$ cat src/rtl/fifo_pack_pkg.sv
// fifo_pack_pkg
//   Shared defaults and types for the padded-frame byte-to-word packer.
//   Frame format on the byte stream: LANES data bytes (MSB first) followed
//   by FRAME-LANES pad bytes.
package fifo_pack_pkg;

  localparam int DATA_WIDTH_DEF = 8;
  localparam int LANES_DEF      = 4;
  localparam int FRAME_DEF      = 7;
  localparam int DEPTH_DEF      = 4;

  typedef logic [$clog2(FRAME_DEF)-1:0]         slot_t;
  typedef logic [DATA_WIDTH_DEF*LANES_DEF-1:0]  word_t;

endpackage

$ cat src/rtl/fifo_pack_out1_word_fifo.sv
// word_fifo
//   Synchronous first-word-fall-through FIFO. The head entry is presented
//   on pop_data whenever the FIFO is non-empty (zero when empty).
//   DEPTH need not be a power of two; pointers wrap by compare.
// Ports:
//   clk        clock, rising edge
//   rst        asynchronous active-low reset
//   push       write push_data (ignored when full)
//   push_data  entry to write
//   pop        advance head (ignored when empty)
//   pop_data   head entry
//   full       DEPTH entries stored
//   empty      no entries stored
//   count      occupancy
module word_fifo #(
  parameter int DEPTH = 4,
  parameter int WIDTH = 32
) (
  input  logic                       clk,
  input  logic                       rst,
  input  logic                       push,
  input  logic [WIDTH-1:0]           push_data,
  input  logic                       pop,
  output logic [WIDTH-1:0]           pop_data,
  output logic                       full,
  output logic                       empty,
  output logic [$clog2(DEPTH+1)-1:0] count
);

  localparam int PW = (DEPTH > 1) ? $clog2(DEPTH) : 1;
  localparam int CW = $clog2(DEPTH+1);

  logic [WIDTH-1:0] mem [DEPTH];
  logic [PW-1:0]    wr_ptr;
  logic [PW-1:0]    rd_ptr;
  logic [CW-1:0]    count_q;
  logic             do_push;
  logic             do_pop;

  function automatic logic [PW-1:0] next_ptr(input logic [PW-1:0] p);
    return (p == PW'(DEPTH-1)) ? '0 : p + PW'(1);
  endfunction

  assign full     = (count_q == CW'(DEPTH));
  assign empty    = (count_q == '0);
  assign count    = count_q;
  assign do_push  = push && !full;
  assign do_pop   = pop && !empty;
  assign pop_data = empty ? '0 : mem[rd_ptr];

  always_ff @(posedge clk or negedge rst) begin
    if (!rst) begin
      wr_ptr  <= '0;
      rd_ptr  <= '0;
      count_q <= '0;
    end else begin
      if (do_push) wr_ptr <= next_ptr(wr_ptr);
      if (do_pop)  rd_ptr <= next_ptr(rd_ptr);
      case ({do_push, do_pop})
        2'b10:   count_q <= count_q + CW'(1);
        2'b01:   count_q <= count_q - CW'(1);
        default: count_q <= count_q;
      endcase
    end
  end

  // Storage needs no reset: entries are only visible once written.
  always_ff @(posedge clk) begin
    if (do_push) mem[wr_ptr] <= push_data;
  end

endmodule

$ cat src/rtl/fifo_pack_out1.sv
// fifo_pack_out1
//   Drain end of the padded-frame byte stream. Consumes FRAME-byte frames
//   (LANES data bytes MSB first, then pad bytes), strips the pad, packs the
//   data bytes into one word and buffers words in a DEPTH-entry FWFT FIFO.
//   Optional macro FIFO_PACK_PAD_CHECK_EN: when defined, any accepted
//   nonzero pad byte sets the sticky pad_err flag; otherwise pad_err is 0.
// Ports:
//   clk        clock, rising edge
//   rst        asynchronous active-low reset
//   in_valid   in_data valid
//   in_data    byte stream in frame order
//   in_ready   byte accepted when in_valid && in_ready
//   out_valid  head word available
//   out_data   head word, slot 0 in the MSBs
//   out_ready  consumer pops when out_valid && out_ready
//   full       word FIFO full
//   empty      word FIFO empty
//   count      word FIFO occupancy
//   pad_err    sticky nonzero-pad flag
module fifo_pack_out1
  import fifo_pack_pkg::*;
#(
  parameter int DATA_WIDTH = DATA_WIDTH_DEF,
  parameter int LANES      = LANES_DEF,
  parameter int FRAME      = FRAME_DEF,
  parameter int DEPTH      = DEPTH_DEF
) (
  input  logic                          clk,
  input  logic                          rst,
  input  logic                          in_valid,
  input  logic [DATA_WIDTH-1:0]         in_data,
  output logic                          in_ready,
  output logic                          out_valid,
  output logic [DATA_WIDTH*LANES-1:0]   out_data,
  input  logic                          out_ready,
  output logic                          full,
  output logic                          empty,
  output logic [$clog2(DEPTH+1)-1:0]    count,
  output logic                          pad_err
);

  localparam int WW = DATA_WIDTH*LANES;
  localparam int SW = (FRAME > 1) ? $clog2(FRAME) : 1;
  localparam logic [SW-1:0] LAST_DATA = SW'(LANES-1);
  localparam logic [SW-1:0] LAST_SLOT = SW'(FRAME-1);

  logic [SW-1:0] slot;
  logic [WW-1:0] asm_q;
  logic [WW-1:0] push_word;
  logic          last_data;
  logic          is_data;
  logic          accept;
  logic          push;

  assign last_data = (slot == LAST_DATA);
  assign is_data   = (slot < SW'(LANES));
  // Only the final data byte can stall; it is the one that needs FIFO room.
  // Built from registered state only, so out_ready never reaches in_ready.
  assign in_ready  = !(last_data && full);
  assign accept    = in_valid && in_ready;
  assign push      = accept && last_data;
  assign push_word = {asm_q[WW-DATA_WIDTH-1:0], in_data};
  assign out_valid = !empty;

  always_ff @(posedge clk or negedge rst) begin
    if (!rst) begin
      slot  <= '0;
      asm_q <= '0;
    end else if (accept) begin
      slot <= (slot == LAST_SLOT) ? '0 : slot + SW'(1);
      if (is_data) asm_q <= {asm_q[WW-DATA_WIDTH-1:0], in_data};
    end
  end

`ifdef FIFO_PACK_PAD_CHECK_EN
  always_ff @(posedge clk or negedge rst) begin
    if (!rst) begin
      pad_err <= 1'b0;
    end else if (accept && !is_data && (in_data != '0)) begin
      pad_err <= 1'b1;
    end
  end
`else
  assign pad_err = 1'b0;
`endif

  word_fifo #(
    .DEPTH (DEPTH),
    .WIDTH (WW)
  ) u_word_fifo (
    .clk       (clk),
    .rst       (rst),
    .push      (push),
    .push_data (push_word),
    .pop       (out_ready),
    .pop_data  (out_data),
    .full      (full),
    .empty     (empty),
    .count     (count)
  );

endmodule

$ cat config.mk
export PLATFORM = sky130hd
export DESIGN_NAME = fifo_pack_out1
export DESIGN_NICKNAME = d
export VERILOG_FILES = /design/src/rtl/fifo_pack_pkg.sv /design/src/rtl/fifo_pack_out1_word_fifo.sv /design/src/rtl/fifo_pack_out1.sv
export SDC_FILE = /design/constraint.sdc
export NUM_CORES = 1
export LEC_CHECK = 0
export CAP_MARGIN = 10
export CORE_MARGIN = 2
export CORE_UTILIZATION = 60
export CTS_CLUSTER_SIZE = 30
export DETAILED_ROUTE_END_ITERATION = 6
export PLACE_DENSITY = 0.84
export SLEW_MARGIN = 30
export SYNTH_ARGS = -nofsm -noshare
export SYNTH_HDL_FRONTEND = slang
export SYNTH_SLANG_ARGS = --single-unit
$ cat constraint.sdc
create_clock -name clk -period 3.7 [get_ports clk]
set_input_delay 0.74 -clock clk [delete_from_list [all_inputs] [get_ports clk]]
set_output_delay 0.74 -clock clk [all_outputs]
set_load 0.01 [all_outputs]
* Yosys cells after proc, flatten, opt, wreduce, memory -nomap -nowiden
Memories as Yosys holds them, arrays and structs flattened. Cells that the tools add are included.
Cells by class: add/subtract/negate cells 5, order comparisons 1, eq/ne operators 7, mux-type cells 7, reductions and logical operators 11
Operators by type and width (number):
- $mux W32 | 1
- $add A3 B1 Y3 const B | 2
- $eq A2 B2 Y1 const B | 3
- $eq A3 B3 Y1 const B | 2
- $pmux W3 S2 | 1
- $logic_and A1 B1 Y1 | 5
- $add A2 B1 Y2 const B | 2
- $mux W2 | 2
- $eq A3 B2 Y1 const B | 1
- $logic_not A1 Y1 | 3
- $logic_not A3 Y1 | 1
- $lt A3 B3 Y1 const B | 1
- $mux W3 | 1
- $sub A3 B1 Y3 const B | 1
- $eq A2 B1 Y1 const B | 1
- $mux W1 | 2
- $reduce_and A2 Y1 | 1
- $reduce_bool A2 Y1 | 1
Word-level totals: bits in registers 34, RAM bits 128, input bits 12, output and inout port bits 40, word-level logic and storage cells 37, memories kept 1
Memories:
- u_word_fifo.mem | depth 4, width 32, read ports 1, clocked after memory_dff 0, wr ports 1, RTL line fifo_pack_out1_word_fifo.sv:33 | logic [WIDTH-1:0] mem [DEPTH];

* Longest topological paths before layout
depth after elaboration 8, gate-level depth with buffers 11, gate-level depth less buffers 11

* Hierarchy
Synthesis repeated with hierarchy kept, for this count alone.
Unflattened totals: cell total of the unflattened synthesis 315, area, all modules 6492.5 sq um
By module, submodules not included:
- word_fifo | times used 1, cells each 242, area each 5291.3 sq um, seq. area each 4018.9 sq um
- fifo_pack_out1 | times used 1, cells each 73, area each 1201.2 sq um, seq. area each 675.6 sq um

* Least setup slack after synthesis
Ideal clock, no wire load.
kind input -> register, start point input port in_valid, end point memory u_word_fifo.mem[3][0], enable pin, setup time 0.392 ns, arrival time 1.873 ns, required time 3.308 ns, path slack 1.435 ns, stages on the path 3, buffers on the path 0, cells stage by stage nand2_1 nor2_1 and2_1
Between the ends: word-level cells in the longest chain between the ends 5
RTL lines:
- from (decl) | RTL line fifo_pack_out1.sv:30 | input logic in_valid,
- $logic_and A1 B1 Y1 | RTL line fifo_pack_out1.sv:60 | assign accept = in_valid && in_ready;
- $logic_and A1 B1 Y1 | RTL line fifo_pack_out1.sv:61 | assign push = accept && last_data;
- $logic_and A1 B1 Y1 | RTL line fifo_pack_out1_word_fifo.sv:47 | assign do_push = push && !full;
- $mux W1 | RTL line fifo_pack_out1_word_fifo.sv:69 | if (do_push) mem[wr_ptr] <= push_data;
- $mux W1 (implied by the code) | RTL line fifo_pack_out1_word_fifo.sv:69
- to (decl) | RTL line fifo_pack_out1_word_fifo.sv:33
Every way passes these cells.

* Worst setup path in the final report
start point register u_word_fifo.rd_ptr[0], end point output port out_data[16]
Between the ends: word-level cells in the longest chain between the ends 2
RTL lines:
- from (decl) | RTL line fifo_pack_out1_word_fifo.sv:35 | logic [PW-1:0] rd_ptr;
- from (signal assigned) | RTL line fifo_pack_out1_word_fifo.sv:58 | if (do_pop) rd_ptr <= next_ptr(rd_ptr);
- $mem_v2 Z4 W32
- $mux W32 | RTL line fifo_pack_out1_word_fifo.sv:49 | assign pop_data = empty ? '0 : mem[rd_ptr];
- to (decl) | RTL line fifo_pack_out1.sv:34 | output logic [DATA_WIDTH*LANES-1:0] out_data,
Every way passes these cells.

==> flow_summary.yaml <==
cts:
  clk_pin_slew_ns: 0.06
  cts_tree: "done"
  clockBufferDepth: 2
  htree_levels: 4
  clkLatencyLatePin_ns: 0.53
  post_cts_buffers: 0
  ctsHoldBuffers: 0
  numCtsBuffers: 17
  cts_root_buf: "clkbuf_8"
  clock-sinks: 162
floorplan:
  start_util_pct: 62.2
  die_h_um: 108
  die_x_um: 108
  die_area_mm2: 0.0116
  core_mm2: 0.0104
  io_pins: 52
  row_count: 37
cells_and_area:
  finalNetCount: 398
  stdcell_area_mm2: 0.00777
  regArea_mm2: 0.00470
  area_growth_pct: 19.8
  drive_above_1_share_pct: 26.3
  multi_input_area_mm2: 0.00164
  diodes: 0
  final_cell_mix: "edfxtp_1, clkdlybuf4s50_1, and2_1"
  n_fill_cell: 605
  final_common_cell: "edfxtp_1"
synthesis:
  syn_nets: 335
  synth_edf_count: 128
  synthFlopType: "edfxtp_1"
  synth_area_per_cell_um2: 20.6
  seq_area_frac_synth_pct: 72.4
  yosysUniqueCellTypes: 30
  synthArstFlopShare_pct: 21.0
  synth_top_area_share_pct: 59.3
  synth-seq-cells: 162
  syn_area_mm2: 0.00648
  syn_inst: 315
  synth_area_leaders: "edfxtp_1, dfrtp_1, mux4_2, mux2_4, and2_1"
  synth_top_cell_by_area: "edfxtp_1"
  yosysWarnings: 0
power:
  leakagePower_nw: 2.76
  ir_drop_uv: 486
  power.density_mw_per_mm2: 856
global_routing:
  overflow: 0
  grt_pass1_wl_um: 18000
  antenna_found_initial: 0
  grt_max_degree: 36
  first_global_vias: 3254
  grtUsageTotal_pct: 22.1
flow_run:
  maxCapViolCount: 0
sta:
  drv_slew: 0
  relSlewSlack_pct: 43.9
  period_share_pct: 92.1
  setup-violations-final: 0
  fin_worst_skew_ns: 0.00489
  fmax_mhz: 293
  hold_violations: 0
  setup_tns_ns: 0
  rsz0062_at_grt: "no"
  fin_ws_ns: 0.291
  worst_pin_slew_ns: 0.841
  period_needed_ns: 3.41
detailed_routing:
  antenna_left: 0
  drt_iter0_markers: 164
  remaining_drc_errors: 0
  drtPass1Iterations: 4
  viasPerCell: 5.81
  wl_per_cell_um: 21.5
  routed_wl_um: 11300
  vias: 3063
placed_design:
  dp_hpwl_um: 6060
  postPlaceCellArea_mm2: 0.00713
  dp_slack_ns: 0.694
  port_buffers: 50
  routabilityCongestion: 0.685
setup_path:
  reg2reg_setup_slack_ns: 1.19
  max_stage_delay_ns: 0.67
  cp-end-kind: "primary output"
  worstSetupStartpointType: "flip-flop"
  critical_path_class: "flip-flop to primary output"
  arrival_ns: 2.67
  crit_chain: "buf_12, mux4_2, and2_1, clkdlybuf4s50_1"
  critical-path-top-delay-family: "buffers and inverters"
  path_buf_inv: 2
  critPathSlowestCell: "dfrtp_4"
  crit_start: "u_word_fifo.rd_ptr[0]"
  r2r_start: "u_word_fifo.count[1]"
  reg2reg_depth: 6
  required_ns: 2.96
  critPathMaxFanout: 19
  rr_endpoint: "u_word_fifo.count[1]"
outcome:
  status: "completed"
hold_path:
  hold_path.class: "input pin to async pin"
==> power by group <==
part / total, mW / switching, mW / internal [mW] / leakage, nW
clock network: 1.88 / 0.658 / 1.22 / 0.302
logic: 2.01 / 0.764 / 1.25 / 0.903
registers: 2.75 / 0.361 / 2.39 / 1.56
==> through the flow <==
stage          hold slack (ns)  util (%)  power (mW)  cells
2_1_floorplan            0.444         -        3.97    315
3_3_place_gp             0.492      68.4        4.71    495
3_5_place_dp             0.520      68.4        4.78    495
4_1_cts                  0.330      74.5        6.71    527
5_1_grt                  0.353      74.6        6.97    527
6_report                 0.315      74.6        6.65    527
==> worst max-delay path by stage <==
| stage | end | cells after the start |
|---|---|---|
| 2_1_floorplan | u_word_fifo.mem[3][0] | 3 |
| 3_3_place_gp | out_data[19] | 4 |
| 3_5_place_dp | out_data[16] | 4 |
| 4_1_cts | out_data[16] | 4 |
| 5_1_grt | out_data[19] | 4 |
| 6_report | out_data[16] | 4 |
==> routing by layer <==
metal	up-vias	share of wire, %	global-route usage (%)	wire (um)
li1	1338	-	-	-
met1	1624	41	27.1	4600
met3	19	4.0	6.23	453
met5	-	0	0	0
met2	82	53	37.0	6030
met4	0	2.2	9.71	250
==> layout make-up <==
class | instances | share of cell area, %
flip-flops and latches | 162 | 60.5
multi-input cells | 129 | 21.1
repair buffers | 60 | 7.67
clock buffers | 20 | 5.48
clock inverters | 12 | 2.72
well taps | 136 | 2.19
inverters | 8 | 0.387
==> Yosys cell counts, drive strengths merged (2+ instances only) <==
master,instances
mux2i,2
mux2,29
nand2,3
ha,7
dfrtp,34
edfxtp,128
buf,12
mux4,32
inv,8
and2,38
xor2,2
nor2,4
clkbuf,4
==> state kept, by name, summed over array words and instances (netlist names) <==
register	flops
u_word_fifo.mem	128
asm_q	24
u_word_fifo.count	3
slot	3
u_word_fifo.rd_ptr	2
u_word_fifo.wr_ptr	2
==> what timing repair did <==
| action | 4_1_cts | 5_1_grt |
|---|---|---|
| endpoints found under the hold margin | 0 | 0 |
| gates resized for setup | 0 | 1 |
| endpoints found under the setup margin | 0 | 1 |
==> cell families after synthesis <==
| kind of cell | count (synthesis) | share of synthesized area (%) |
|---|---|---|
| adders and majority gates | 8 | 1.66 |
| and+or+nand+nor | 50 | 5.02 |
| xor gates and xnor gates | 3 | 0.406 |
| muxes | 63 | 17.6 |
| buffers and inverters | 24 | 2.34 |
| other | 1 | 0.0579 |
| DFF | 162 | 72.4 |
| AOI/OAI and AO/OA | 4 | 0.444 |
Power figures use the tool's default switching activity.
